### src/rtl/crypto_seq_pkg.sv
// Shared definitions for the AES block-operation sequencer: FSM state codes,
// keyLen encodings, round counts and the keyLen -> round-count mapping.
package crypto_seq_pkg;

    // FSM state codes (kept as plain constants for legacy tools)
    typedef logic [1:0] seq_state_t;
    localparam seq_state_t ST_IDLE  = 2'd0;
    localparam seq_state_t ST_ISSUE = 2'd1;
    localparam seq_state_t ST_WAIT  = 2'd2;
    localparam seq_state_t ST_DONE  = 2'd3;

    // keyLen encodings
    localparam logic [1:0] KEYLEN_128  = 2'd0;
    localparam logic [1:0] KEYLEN_192  = 2'd1;
    localparam logic [1:0] KEYLEN_256  = 2'd2;
    localparam logic [1:0] KEYLEN_RSVD = 2'd3;

    // Number of rounds per key length
    localparam int unsigned NR_128 = 10;
    localparam int unsigned NR_192 = 12;
    localparam int unsigned NR_256 = 14;

    // Micro-op phase within a round
    localparam logic PHASE_RND = 1'b0;
    localparam logic PHASE_KEY = 1'b1;

    function automatic logic [4:0] keylen_to_nr(input logic [1:0] key_len);
        case (key_len)
            KEYLEN_128: return 5'(NR_128);
            KEYLEN_192: return 5'(NR_192);
            KEYLEN_256: return 5'(NR_256);
            default:    return 5'd0;
        endcase
    endfunction

endpackage

### src/rtl/aes_seq_opgen.sv
// Combinational micro-op field generator: maps phase, round counter, round
// count and the latched command onto register/round/control fields.
module aes_seq_opgen #(
    parameter int unsigned NREG_W  = 5,
    parameter int unsigned ROUND_W = 5
) (
    input  logic               phase,
    input  logic [ROUND_W-1:0] r,
    input  logic [ROUND_W-1:0] nr,
    input  logic [NREG_W-1:0]  state_reg,
    input  logic [NREG_W-1:0]  key_reg,
    input  logic [NREG_W-1:0]  dest_reg,
    input  logic               enc,
    output logic [NREG_W-1:0]  rs1,
    output logic [NREG_W-1:0]  rs2,
    output logic [NREG_W-1:0]  rd,
    output logic [ROUND_W-1:0] round,
    output logic               final_round,
    output logic               key_assist,
    output logic               encryption
);
    import crypto_seq_pkg::*;

    // Default to a round op; key-expansion and the initial add override
    always_comb begin
        rs1         = dest_reg;
        rs2         = key_reg;
        rd          = dest_reg;
        round       = r;
        final_round = 1'b0;
        key_assist  = 1'b0;
        encryption  = enc;
        if (phase == PHASE_KEY) begin
            rs1        = key_reg;
            rd         = key_reg;
            key_assist = 1'b1;
        end else begin
            // Round 0 is the initial key add on the source state
            if (r == '0) rs1 = state_reg;
            final_round = (r == nr);
        end
    end

endmodule

### src/rtl/aes_round_sequencer.sv
// AES block-operation sequencer: accepts one command and issues the
// 2N+1 round-key-add / key-expansion / round micro-ops one at a time.
// Optional feature: define AES_SEQ_CYCLE_COUNT_EN to add the 16-bit
// cycleCount output (acceptance-to-done cycle count, saturating).
module aes_round_sequencer #(
    parameter int unsigned NREG_W  = 5,
    parameter int unsigned ROUND_W = 5
) (
    input  logic               clk,
    input  logic               reset,
    input  logic               start,
    output logic               startReady,
    input  logic               encryptionIn,
    input  logic [1:0]         keyLen,
    input  logic [NREG_W-1:0]  stateReg,
    input  logic [NREG_W-1:0]  keyReg,
    input  logic [NREG_W-1:0]  destReg,
    input  logic               abort,
    output logic               issueValid,
    input  logic               issueReady,
    output logic [NREG_W-1:0]  rs1,
    output logic [NREG_W-1:0]  rs2,
    output logic [NREG_W-1:0]  rd,
    output logic [ROUND_W-1:0] round,
    output logic               finalRound,
    output logic               keyAssist,
    output logic               encryption,
    input  logic               execDone,
    output logic               busy,
    output logic               done,
`ifdef AES_SEQ_CYCLE_COUNT_EN
    output logic [15:0]        cycleCount,
`endif
    output logic               cmdError
);
    import crypto_seq_pkg::*;

    seq_state_t         state_q, state_d;
    logic               phase_q, phase_d;
    logic [ROUND_W-1:0] r_q, r_d;
    logic [ROUND_W-1:0] nr_q;
    logic [NREG_W-1:0]  state_reg_q, key_reg_q, dest_reg_q;
    logic               enc_q;
    logic               cmd_error_q;
    logic               accept, reject;

    logic [NREG_W-1:0]  op_rs1, op_rs2, op_rd;
    logic [ROUND_W-1:0] op_round;
    logic               op_final, op_key_assist, op_enc;

    assign accept = start && (state_q == ST_IDLE) && (keyLen != KEYLEN_RSVD);
    assign reject = start && (state_q == ST_IDLE) && (keyLen == KEYLEN_RSVD);

    // Next-state logic: issue handshake, completion advance and abort
    always_comb begin
        state_d = state_q;
        phase_d = phase_q;
        r_d     = r_q;
        case (state_q)
            ST_IDLE: begin
                if (accept) begin
                    state_d = ST_ISSUE;
                    phase_d = PHASE_RND;
                    r_d     = '0;
                end
            end
            ST_ISSUE: begin
                if (abort) state_d = ST_IDLE;
                else if (issueReady) state_d = ST_WAIT;
            end
            ST_WAIT: begin
                if (abort) begin
                    state_d = ST_IDLE;
                end else if (execDone) begin
                    if (phase_q == PHASE_KEY) begin
                        phase_d = PHASE_RND;
                        state_d = ST_ISSUE;
                    end else if (r_q == nr_q) begin
                        state_d = ST_DONE;
                    end else begin
                        phase_d = PHASE_KEY;
                        r_d     = r_q + ROUND_W'(1);
                        state_d = ST_ISSUE;
                    end
                end
            end
            default: state_d = ST_IDLE;
        endcase
    end

    // FSM, round counter and phase registers
    always_ff @(posedge clk or posedge reset) begin
        if (reset) begin
            state_q     <= ST_IDLE;
            phase_q     <= PHASE_RND;
            r_q         <= '0;
            cmd_error_q <= 1'b0;
        end else begin
            state_q     <= state_d;
            phase_q     <= phase_d;
            r_q         <= r_d;
            cmd_error_q <= reject;
        end
    end

    // Latch the command operands on acceptance
    always_ff @(posedge clk or posedge reset) begin
        if (reset) begin
            nr_q        <= '0;
            state_reg_q <= '0;
            key_reg_q   <= '0;
            dest_reg_q  <= '0;
            enc_q       <= 1'b0;
        end else if (accept) begin
            nr_q        <= ROUND_W'(keylen_to_nr(keyLen));
            state_reg_q <= stateReg;
            key_reg_q   <= keyReg;
            dest_reg_q  <= destReg;
            enc_q       <= encryptionIn;
        end
    end

    aes_seq_opgen #(
        .NREG_W  (NREG_W),
        .ROUND_W (ROUND_W)
    ) u_opgen (
        .phase       (phase_q),
        .r           (r_q),
        .nr          (nr_q),
        .state_reg   (state_reg_q),
        .key_reg     (key_reg_q),
        .dest_reg    (dest_reg_q),
        .enc         (enc_q),
        .rs1         (op_rs1),
        .rs2         (op_rs2),
        .rd          (op_rd),
        .round       (op_round),
        .final_round (op_final),
        .key_assist  (op_key_assist),
        .encryption  (op_enc)
    );

    // Fields are driven only while a micro-op is offered, zero otherwise
    assign issueValid = (state_q == ST_ISSUE);
    assign rs1        = issueValid ? op_rs1 : '0;
    assign rs2        = issueValid ? op_rs2 : '0;
    assign rd         = issueValid ? op_rd : '0;
    assign round      = issueValid ? op_round : '0;
    assign finalRound = issueValid && op_final;
    assign keyAssist  = issueValid && op_key_assist;
    assign encryption = issueValid && op_enc;

    assign startReady = (state_q == ST_IDLE);
    assign busy       = (state_q != ST_IDLE);
    // An abort arriving in DONE suppresses the completion pulse
    assign done       = (state_q == ST_DONE) && !abort;
    assign cmdError   = cmd_error_q;

`ifdef AES_SEQ_CYCLE_COUNT_EN
    logic [15:0] cycle_cnt_q;

    // Count from acceptance up to the DONE cycle, saturating, hold afterwards
    always_ff @(posedge clk or posedge reset) begin
        if (reset) begin
            cycle_cnt_q <= '0;
        end else if (accept) begin
            cycle_cnt_q <= 16'd1;
        end else if ((state_q == ST_ISSUE || state_q == ST_WAIT) &&
                     (cycle_cnt_q != 16'hFFFF)) begin
            cycle_cnt_q <= cycle_cnt_q + 16'd1;
        end
    end

    assign cycleCount = cycle_cnt_q;
`endif

endmodule

### config.mk
export PLATFORM = sky130hd
export DESIGN_NAME = aes_round_sequencer
export DESIGN_NICKNAME = d
export VERILOG_FILES = /design/src/rtl/crypto_seq_pkg.sv /design/src/rtl/aes_seq_opgen.sv /design/src/rtl/aes_round_sequencer.sv
export SDC_FILE = /design/constraint.sdc
export NUM_CORES = 1
export LEC_CHECK = 0
export BUFFER_PORTS_ARGS = -buffer_cell sky130_fd_sc_hd__buf_2
export CORE_UTILIZATION = 51
export DETAILED_ROUTE_END_ITERATION = 6
export PLACE_DENSITY_LB_ADDON = 0.1
export SLEW_MARGIN = 20
export SYNTH_ARGS = -nofsm -noshare
export SYNTH_HDL_FRONTEND = slang
export SYNTH_SLANG_ARGS = --single-unit
### constraint.sdc
create_clock -name clk -period 2.2 [get_ports clk]
set_input_delay 0.44 -clock clk [delete_from_list [all_inputs] [get_ports clk]]
set_output_delay 0.44 -clock clk [all_outputs]
set_load 0.005 [all_outputs]
==> results of run 1 <==
## layer usage
layer | GRT usage | vias to the layer above | routed length, µm
li1 | - | 756 | -
met1 | 0.332 | 695 | 1790
met2 | 0.369 | 37 | 1720
met3 | 0.0218 | 2 | 124
met4 | 0.0714 | 0 | 22
met5 | 0 | - | 0
## power by group through the flow
stage | registers [mW] | clock network [mW] | logic (mW)
2_1_floorplan | 0.709 | 0 | 0.434
3_3_place_gp | 0.766 | 0 | 0.559
3_5_place_dp | 0.770 | 0 | 0.568
4_1_cts | 0.759 | 0.348 | 0.581
5_1_grt | 0.789 | 0.374 | 0.675
6_report | 0.771 | 0.340 | 0.595
## repair_timing
action                                 in CTS  in global routing
setup endpoints to repair                   5                  9
endpoints found under the hold margin       0                  0
pin swaps                                   1                  1
buffers inserted                            2                  1
resized for setup                           6                  5
## sequential cells by signal, summed over array words and instances, names as in the netlist
name,flops
nr_q,3
phase_q,1
enc_q,1
key_reg_q,5
dest_reg_q,5
r_q,5
cmdError,1
state_reg_q,5
state_q,2
## worst max-delay path by stage
stage                                   from            endpoint  slack (ns)  cells past startpoint
after floorplan           r_q[0]$_DFFE_PP0P_              rs1[0]        0.37                      6
after global placement             keyLen[0]  r_q[4]$_DFFE_PP0P_        0.16                      6
after detailed placement           keyLen[0]  r_q[4]$_DFFE_PP0P_        0.13                      6
after CTS                 r_q[0]$_DFFE_PP0P_              rs1[3]       -0.08                      8
after global routing      r_q[0]$_DFFE_PP0P_              rs1[3]       -0.20                      8
final                     r_q[0]$_DFFE_PP0P_              rs1[3]       -0.07                      8
## cell families (layout without fill, tap and decap cells)
kind of cell / count (synthesis) / count (layout) / share of synthesized area
and+or+nand+nor: 111 / 111 / 0.320
muxes: 7 / 7 / 0.0419
buffers and inverters: 20 / 76 / 0.0539
AOI/OAI and AO/OA: 23 / 23 / 0.0989
xor gates and xnor gates: 4 / 4 / 0.0210
DFF: 28 / 28 / 0.419
adders and majority gates: 6 / 6 / 0.0449
## critical path: cells and delay by family, from the launching register on
family | cells | cell delay, ns
adder cells (fa/ha/maj) | 1 | 0.13
flip-flops | 1 | 0.42
buffers and inverters | 3 | 0.39
multiplexers | 1 | 0.19
AO/OA/AOI/OAI | 1 | 0.13
AND/OR/NAND/NOR | 2 | 0.25
## cell usage after synthesis, types with 2 or more instances
library cell / number
and2_1: 11
nor2_1: 11
o31ai_1: 2
mux2i_1: 7
nand3_1: 3
a21oi_1: 5
buf_6: 2
clkbuf_1: 9
nand2_1: 66
ha_1: 6
nand2b_1: 9
inv_1: 9
o21a_1: 5
nor3_1: 2
xnor2_1: 4
o21ai_0: 3
dfrtp_1: 28
## metrics by stage
stage	util	hold slack [ns]	area, µm²	TNS [ns]
final	0.688	0.142	2120	-0.272
after floorplan	-	0.437	1670	0
after detailed placement	0.649	0.462	2000	0
after global placement	0.649	0.462	2000	0
after global routing	0.688	0.140	2120	-0.895
after CTS	0.677	0.139	2080	-0.306
## cell type report
type,count,area share
clock inverter,1,0.0142
inverter,9,0.0159
multi-input combinational,151,0.435
sequential,28,0.332
tap,44,0.0260
timing repair buffer,63,0.167
clock buffer,3,0.0106
==> reports/metrics.yaml, run 1 <==
critical_path:
  r2r_start: "state_q[1]$_DFFE_PP0P_"
  start_kind: "flip-flop"
  cp.required_ns: 1.76
  cp_max_fo: 5
  critical-path-max-stage-delay_ns: 0.42
  end_kind: "primary output"
  worstPathCellList: "inv_2 > ha_4 > nor4b_4 > buf_6 > mux2i_1 > o21a_1 > nor2_1 > buf_2"
  reg2regPathDepth: 4
  rrSetupSlack_ns: 0.37
  worst_path_max_delay_cell: "dfrtp_1"
  crit_arrival_ns: 1.83
  critical_path_class: "reg2out"
  r2r-end: "r_q[4]$_DFFE_PP0P_"
pwr:
  p_leak_nw: 1.16
  pwr_density_cell_nw_per_um2: 805
  swShare: 0.350
  clkPwrFrac: 0.199
  pwr-share-seq: 0.452
  peakVddDrop_uv: 355
  p_total_mw: 1.71
  switching_power_mw: 0.597
  internal_power_mw: 1.11
  combPwrFrac: 0.349
drt:
  firstDrtPassIters: 4
  wl_per_cell_um: 12.2
  first_iter_violations: 63
  vias_per_cell: 4.98
  ant_nets: 0
  drc: 0
  vias: 1490
  wl_mm: 3.65
clock_tree:
  clock_sinks: 28
  cts_buffers: 3
  cts_tree: "done"
  clk_path_buf_depth: 2
  htreeDepth: 1
  ctsHoldBuffers: 0
  clk_latency_ns: 0.33
  cts_root_buf: "clkbuf_4"
  path_clk_slew_ns: 0.15
cells_and_area:
  stdcell_count: 299
  fill_cells: 281
  regArea_um2: 703
  layout-drive-gt1-share: 0.322
  final_cell_mix: "66 x nand2_1, 51 x buf_2, 26 x dfrtp_1"
  antennaDiodeCount: 0
  area_growth_pct: 26.8
  num-nets-final: 286
  final_common_cell: "nand2_1"
  multi_input_area_um2: 921
synthesis:
  yosysTopAreaCell: "dfrtp_1"
  synth_nets: 229
  synth_warnings: 0
  netlist_area_um2: 1670
  synth_ff_type: "dfrtp_1"
  ys_seq_elements: 28
  syn-mean-instance-area_um2: 8.39
  netlist_instances: 199
  ys_seq_area_frac: 0.419
  synth_cell_types: 34
  synthArstFlopShare: 1.00
  synth_top_area_frac: 0.419
  synth_edf_count: 0
  ys_top_cells_by_area: "dfrtp_1 42%, nand2_1 15%, ha_1 4.5%"
flow_run:
  drv_cap: 0
floorplanning:
  fp.dieArea_um2: 3510
  rows: 20
  start_util: 0.543
  core_um2: 3080
  ios: 52
  die_width_um: 59.2
  die_h_um: 59.2
timing:
  slew_viol_final: 0
  clock_skew_ns: 0.00380
  fmax_mhz: 440
  rsz0062_at_grt: "true"
  period_share: 1.03
  period_minus_slack_ns: 2.27
  hold_viol: 0
  layout_setup_ws_ns: -0.0742
  finalSetupViolCount: 5
  tightest_slew_ns: 0.422
  max_slew_margin: 0.719
placed_design:
  pre_cts_ws_ns: 0.126
  gp_congestion: 0.839
  port_buffers: 51
  dp.cells: 292
  dp_hpwl_mm: 2.64
grt:
  antenna_found_initial: 0
  grt_pass1_vias: 1301
  grt-ovfl-total: 0
  gr-usage-all-layers: 0.231
  grt_max_degree: 29
  grt_pass1_wl_mm: 6.07
outcome:
  status: "finished, violations left"
  violations: "setup timing"
worst_hold_path:
  hp-class: "in2async"
(Power assumes the default switching activity.)
==> run 2, diff against run 1 <==
--- a/config.mk
+++ b/config.mk
@@ -9,6 +9,7 @@
 export CORE_UTILIZATION = 51
 export DETAILED_ROUTE_END_ITERATION = 6
 export PLACE_DENSITY_LB_ADDON = 0.1
+export RECOVER_POWER = 50
 export SLEW_MARGIN = 20
 export SYNTH_ARGS = -nofsm -noshare
 export SYNTH_HDL_FRONTEND = slang
==> reports/metrics.yaml, run 2 (synthesis results as in run 1) <==
timing:
  tns_ns: -0.279
  finalSetupViolCount: 5
  rsz0062_at_grt: "true"
  clock_skew_ns: 0.00324
  layout_setup_ws_ns: -0.0772
  fmax_mhz: 439
  slew_viol_final: 29
  period_minus_slack_ns: 2.28
  tightest_slew_ns: 1.54
  period_share: 1.04
  hold_viol: 0
  max_slew_margin: -0.0256
critical_path:
  rrSetupSlack_ns: 0.22
  critical_path_class: "reg2out"
  reg2regPathDepth: 4
  cp.required_ns: 1.76
  cp_max_fo: 5
  end_kind: "primary output"
  crit_arrival_ns: 1.84
  start_kind: "flip-flop"
  worst_path_max_delay_cell: "dfrtp_1"
  critical-path-max-stage-delay_ns: 0.42
  worstPathCellList: "inv_2 > ha_4 > nor4b_4 > buf_6 > mux2i_1 > o21a_1 > nor2_1 > buf_2"
outcome:
  status: "finished, violations left"
  violations: "capacitance limit, slew limit, setup timing"
floorplanning:
  rows: 20
  fp.dieArea_um2: 3510
  die_width_um: 59.2
  core_um2: 3080
  start_util: 0.543
  die_h_um: 59.2
  ios: 52
drt:
  drc: 0
  firstDrtPassIters: 4
  ant_nets: 0
  vias_per_cell: 4.96
  vias: 1484
  wl_mm: 3.65
  wl_per_cell_um: 12.2
  first_iter_violations: 61
grt:
  gr-usage-all-layers: 0.231
  grt_pass1_wl_mm: 6.07
  grt_max_degree: 29
  grt_pass1_vias: 1301
  grt-ovfl-total: 0
  antenna_found_initial: 0
clock_tree:
  path_clk_slew_ns: 0.15
  ctsHoldBuffers: 0
  htreeDepth: 1
  clk_latency_ns: 0.33
  cts_root_buf: "clkbuf_4"
  cts_buffers: 3
  clock_sinks: 28
  cts_tree: "done"
  clk_path_buf_depth: 2
flow_run:
  drv_cap: 1
placed_design:
  pre_cts_ws_ns: 0.126
  dp_hpwl_mm: 2.64
  gp_congestion: 0.839
  port_buffers: 51
pwr:
  peakVddDrop_uv: 354
  p_leak_nw: 1.15
  pwr_density_cell_nw_per_um2: 806
cells_and_area:
  fill_cells: 284
  antennaDiodeCount: 0
  layout-drive-gt1-share: 0.310
  final_common_cell: "nand2_1"
  num-nets-final: 286
  final_cell_mix: "66 x nand2_1, 51 x buf_2, 26 x dfrtp_1"
  area_growth_pct: 26.0
worst_hold_path:
  hold_depth: 3
  hp-class: "in2reg"
run 2: path summary, 6_finish.rpt:
path	startpoint	to
worst max-delay path	r_q[0]$_DFFE_PP0P_	rs1[3]
min in group asynchronous	reset	state_q[1]$_DFFE_PP0P_
worst min-delay path	destReg[3]	dest_reg_q[3]$_DFFE_PP0P_
worst min register to register	state_reg_q[0]$_DFFE_PP0P_	state_reg_q[0]$_DFFE_PP0P_
max in group asynchronous	reset	phase_q$_DFFE_PP0P_
worst max register to register	state_q[1]$_DFFE_PP0P_	r_q[4]$_DFFE_PP0P_
run 2: timing repair:
action                     in CTS  in global routing
setup endpoints to repair       5                  9
pin swaps                       1                  1
gates resized for setup         6                  5
buffers inserted                2                  1
run 2: final cells by class:
class                      instances  area, µm²  area share
tap                               44       55.1      0.0262
clock buffer                       3       22.5      0.0107
sequential                        28        703       0.334
multi-input combinational        151        917       0.436
clock inverter                     1       30.0      0.0143
inverter                           9       33.8      0.0161
timing repair buffer              63        343       0.163
run 2: where the power goes:
group / switching, mW / internal (mW) / leakage, nW
clock: 0.155 / 0.184 / 0.0279
combinational: 0.300 / 0.286 / 0.773
sequential: 0.140 / 0.630 / 0.354
run 2: routing by layer:
| layer | global-route usage | part of all wire |
|---|---|---|
| met4 | 0.0714 | 0.0060 |
| met5 | 0 | 0 |
| met1 | 0.332 | 0.49 |
| met3 | 0.0218 | 0.035 |
| met2 | 0.369 | 0.46 |
run 2: worst max-delay path, delay by kind of cell (launching register included):
kind | cells | cell delay, ns
and+or+nand+nor | 2 | 0.25
muxes | 1 | 0.19
buffers and inverters | 3 | 0.39
DFF | 1 | 0.42
adders and majority gates | 1 | 0.13
AOI/OAI and AO/OA | 1 | 0.13
run 2: stage by stage:
step | hold slack (ns) | instances | util | instance area [µm²] | power [mW]
CTS | 0.139 | 298 | 0.677 | 2080 | 1.69
global route | 0.267 | 299 | 0.684 | 2100 | 1.83
floorplan | 0.437 | 199 | - | 1670 | 1.14
global placement | 0.462 | 292 | 0.649 | 2000 | 1.33
finish | 0.286 | 299 | 0.684 | 2100 | 1.70
detailed placement | 0.462 | 292 | 0.649 | 2000 | 1.34
==> run 3, diff against run 2 <==
--- a/config.mk
+++ b/config.mk
@@ -5,6 +5,7 @@
 export SDC_FILE = /design/constraint.sdc
 export NUM_CORES = 1
 export LEC_CHECK = 0
+export ABC_AREA = 1
 export BUFFER_PORTS_ARGS = -buffer_cell sky130_fd_sc_hd__buf_2
 export CORE_UTILIZATION = 51
 export DETAILED_ROUTE_END_ITERATION = 6
==> reports/metrics.yaml, run 3 <==
drt:
  drt-met1-wl_mm: 1.87
  drc: 0
  wl_met3_um: 186
  wl_per_cell_um: 11.7
  firstDrtPassIters: 4
  wl_met2_mm: 1.77
  first_iter_violations: 94
  vias_per_cell: 4.95
  vias: 1639
  wl_mm: 3.87
  highest_layer: "met4"
  ant_nets: 0
grt:
  gr-usage-all-layers: 0.232
  grt_pass1_wl_mm: 6.24
  grt_max_degree: 30
  antenna_found_initial: 0
  grt_pass1_vias: 1464
  grt-ovfl-total: 0
pwr:
  pwr-share-seq: 0.389
  switching_power_mw: 0.949
  clkPwrFrac: 0.116
  peakVddDrop_uv: 526
  internal_power_mw: 1.22
  pwr_density_cell_nw_per_um2: 1060
  swShare: 0.438
  combPwrFrac: 0.495
  p_leak_nw: 1.13
critical_path:
  cp.required_ns: 1.76
  end_kind: "primary output"
  crit_buf_inv: 2
  critPathTopFamily: "flip-flops"
  critical-path-max-stage-delay_ns: 0.44
  rrSetupSlack_ns: 0.29
  r2r_start: "state_q[1]$_DFFE_PP0P_"
  crit_arrival_ns: 1.63
  critical_path_class: "reg2out"
  startpoint: "r_q[0]$_DFFE_PP0P_"
  cp_max_fo: 5
  start_kind: "flip-flop"
  worstPathCellList: "inv_1 > ha_4 > nand3_4 > nand2_1 > o211ai_1 > a21oi_1 > buf_2"
  worst_path_max_delay_cell: "dfrtp_2"
timing:
  finalSetupViolCount: 0
  period_share: 0.939
  slew_viol_final: 0
  holdWs_ns: 0.295
  period_minus_slack_ns: 2.07
  fmax_mhz: 484
  clock_skew_ns: 0.0127
  hold_viol: 0
  tns_ns: 0
  rsz0062_at_grt: "false"
  tightest_slew_ns: 1.46
  max_slew_margin: 0.0276
cells_and_area:
  final_common_cell: "nand2_1"
  area_growth_pct: 21.6
  layout-drive-gt1-share: 0.251
  final_cell_mix: "65 x nand2_1, 50 x buf_2, 32 x inv_1"
  antennaDiodeCount: 0
  num-nets-final: 318
floorplanning:
  ios: 52
  die_width_um: 59.4
  start_util: 0.542
  fp.dieArea_um2: 3530
  die_h_um: 59.4
  core_um2: 3100
  rows: 20
outcome:
  status: "finished clean"
placed_design:
  dp_hpwl_mm: 2.74
  port_buffers: 51
  gp_congestion: 0.861
clock_tree:
  ctsHoldBuffers: 0
  cts_root_buf: "clkbuf_4"
  clock_sinks: 28
  clk_path_buf_depth: 2
  htreeDepth: 1
  clk_latency_ns: 0.33
  cts_tree: "done"
  path_clk_slew_ns: 0.15
  cts_buffers: 3
synthesis:
  ys_seq_area_frac: 0.416
  synth_edf_count: 0
  synth_cell_types: 23
  synth_top_area_frac: 0.416
  netlist_area_um2: 1680
  synth_most_common_cell: "nand2_1"
  synthArstFlopShare: 1.00
  ys_seq_elements: 28
  yosysTopAreaCell: "dfrtp_1"
  ys_top_cells_by_area: "dfrtp_1 42%, nand2_1 14%, inv_1 7.1%"
  synth_ff_type: "dfrtp_1"
  yosys-top-cells-count: "64 x nand2_1, 32 x inv_1, 28 x dfrtp_1"
  netlist_instances: 232
  synth_nets: 262
  syn-mean-instance-area_um2: 7.25
  synth_warnings: 0
worst_hold_path:
  hp-class: "in2reg"
  hp-start: "stateReg[0]"
flow_run:
  drv_cap: 0
run 3: cell types whose count changed after synthesis, moves of 9 or more:
cell	change
and2_1	-11
o21ai_0	+11
nor2_1	+14
nand2b_1	-9
inv_1	+23
run 3: worst reg2reg max path, delay by kind of cell (launching register included):
kind | cells | cell delay [ns]
flip-flops | 1 | 0.44
AO/OA/AOI/OAI | 1 | 0.10
buffers and inverters | 2 | 0.68
AND/OR/NAND/NOR | 3 | 0.64
run 3: kinds of logic after synthesis:
kind of cell | share of synthesized area
xor gates and xnor gates | 0.00521
buffers and inverters | 0.108
adders and majority gates | 0.0446
DFF | 0.416
AOI/OAI and AO/OA | 0.112
and+or+nand+nor | 0.314
run 3: repair_timing:
item,4_1_cts,5_1_grt
buffers inserted,0,3
endpoints found under the setup margin,1,5
gates resized for setup,2,7
cloned,0,1
run 3: final cells by class:
type | instances | area (µm²)
fill | 298 | 1060
multi-input combinational | 162 | 821
sequential | 28 | 703
timing repair buffer | 59 | 304
inverter | 34 | 128
tap | 44 | 55.1
clock buffer | 4 | 36.3
run 3: routing by layer:
metal | global-route usage | vias to the layer above
met5 | 0 | -
met4 | 0.0612 | 0
met3 | 0.0437 | 6
met2 | 0.392 | 48
met1 | 0.305 | 741
li1 | - | 844
run 3: path summary, 6_finish.rpt:
check | to | cells after the start
worst max register to register | dest_reg_q[4]$_DFFE_PP0P_ | 6
max in group asynchronous | r_q[2]$_DFFE_PP0P_ | 3
worst max-delay path | rs1[0] | 7
worst min-delay path | state_reg_q[0]$_DFFE_PP0P_ | 3
min in group asynchronous | dest_reg_q[4]$_DFFE_PP0P_ | 3
worst min register to register | state_reg_q[1]$_DFFE_PP0P_ | 2
run 3: power by group through the flow:
stage | Sequential, mW | Combinational [mW] | Clock (mW)
after floorplan | 0.817 | 0.764 | 0
after global placement | 0.854 | 1.04 | 0
after detailed placement | 0.859 | 1.05 | 0
after CTS | 0.853 | 1.06 | 0.256
after global routing | 0.868 | 1.22 | 0.280
final | 0.844 | 1.07 | 0.251
run 3: metrics by stage:
| step | setup WS (ns) | area (µm²) | power (mW) | cells | util |
|---|---|---|---|---|---|
| finish | 0.134 | 2050 | 2.17 | 331 | 0.660 |
| global placement | 0.419 | 1980 | 1.89 | 323 | 0.637 |
| global route | 0.0189 | 2050 | 2.37 | 331 | 0.660 |
| CTS | 0.0391 | 2020 | 2.17 | 327 | 0.652 |
| floorplan | 0.648 | 1680 | 1.58 | 232 | - |
| detailed placement | 0.380 | 1980 | 1.91 | 323 | 0.637 |
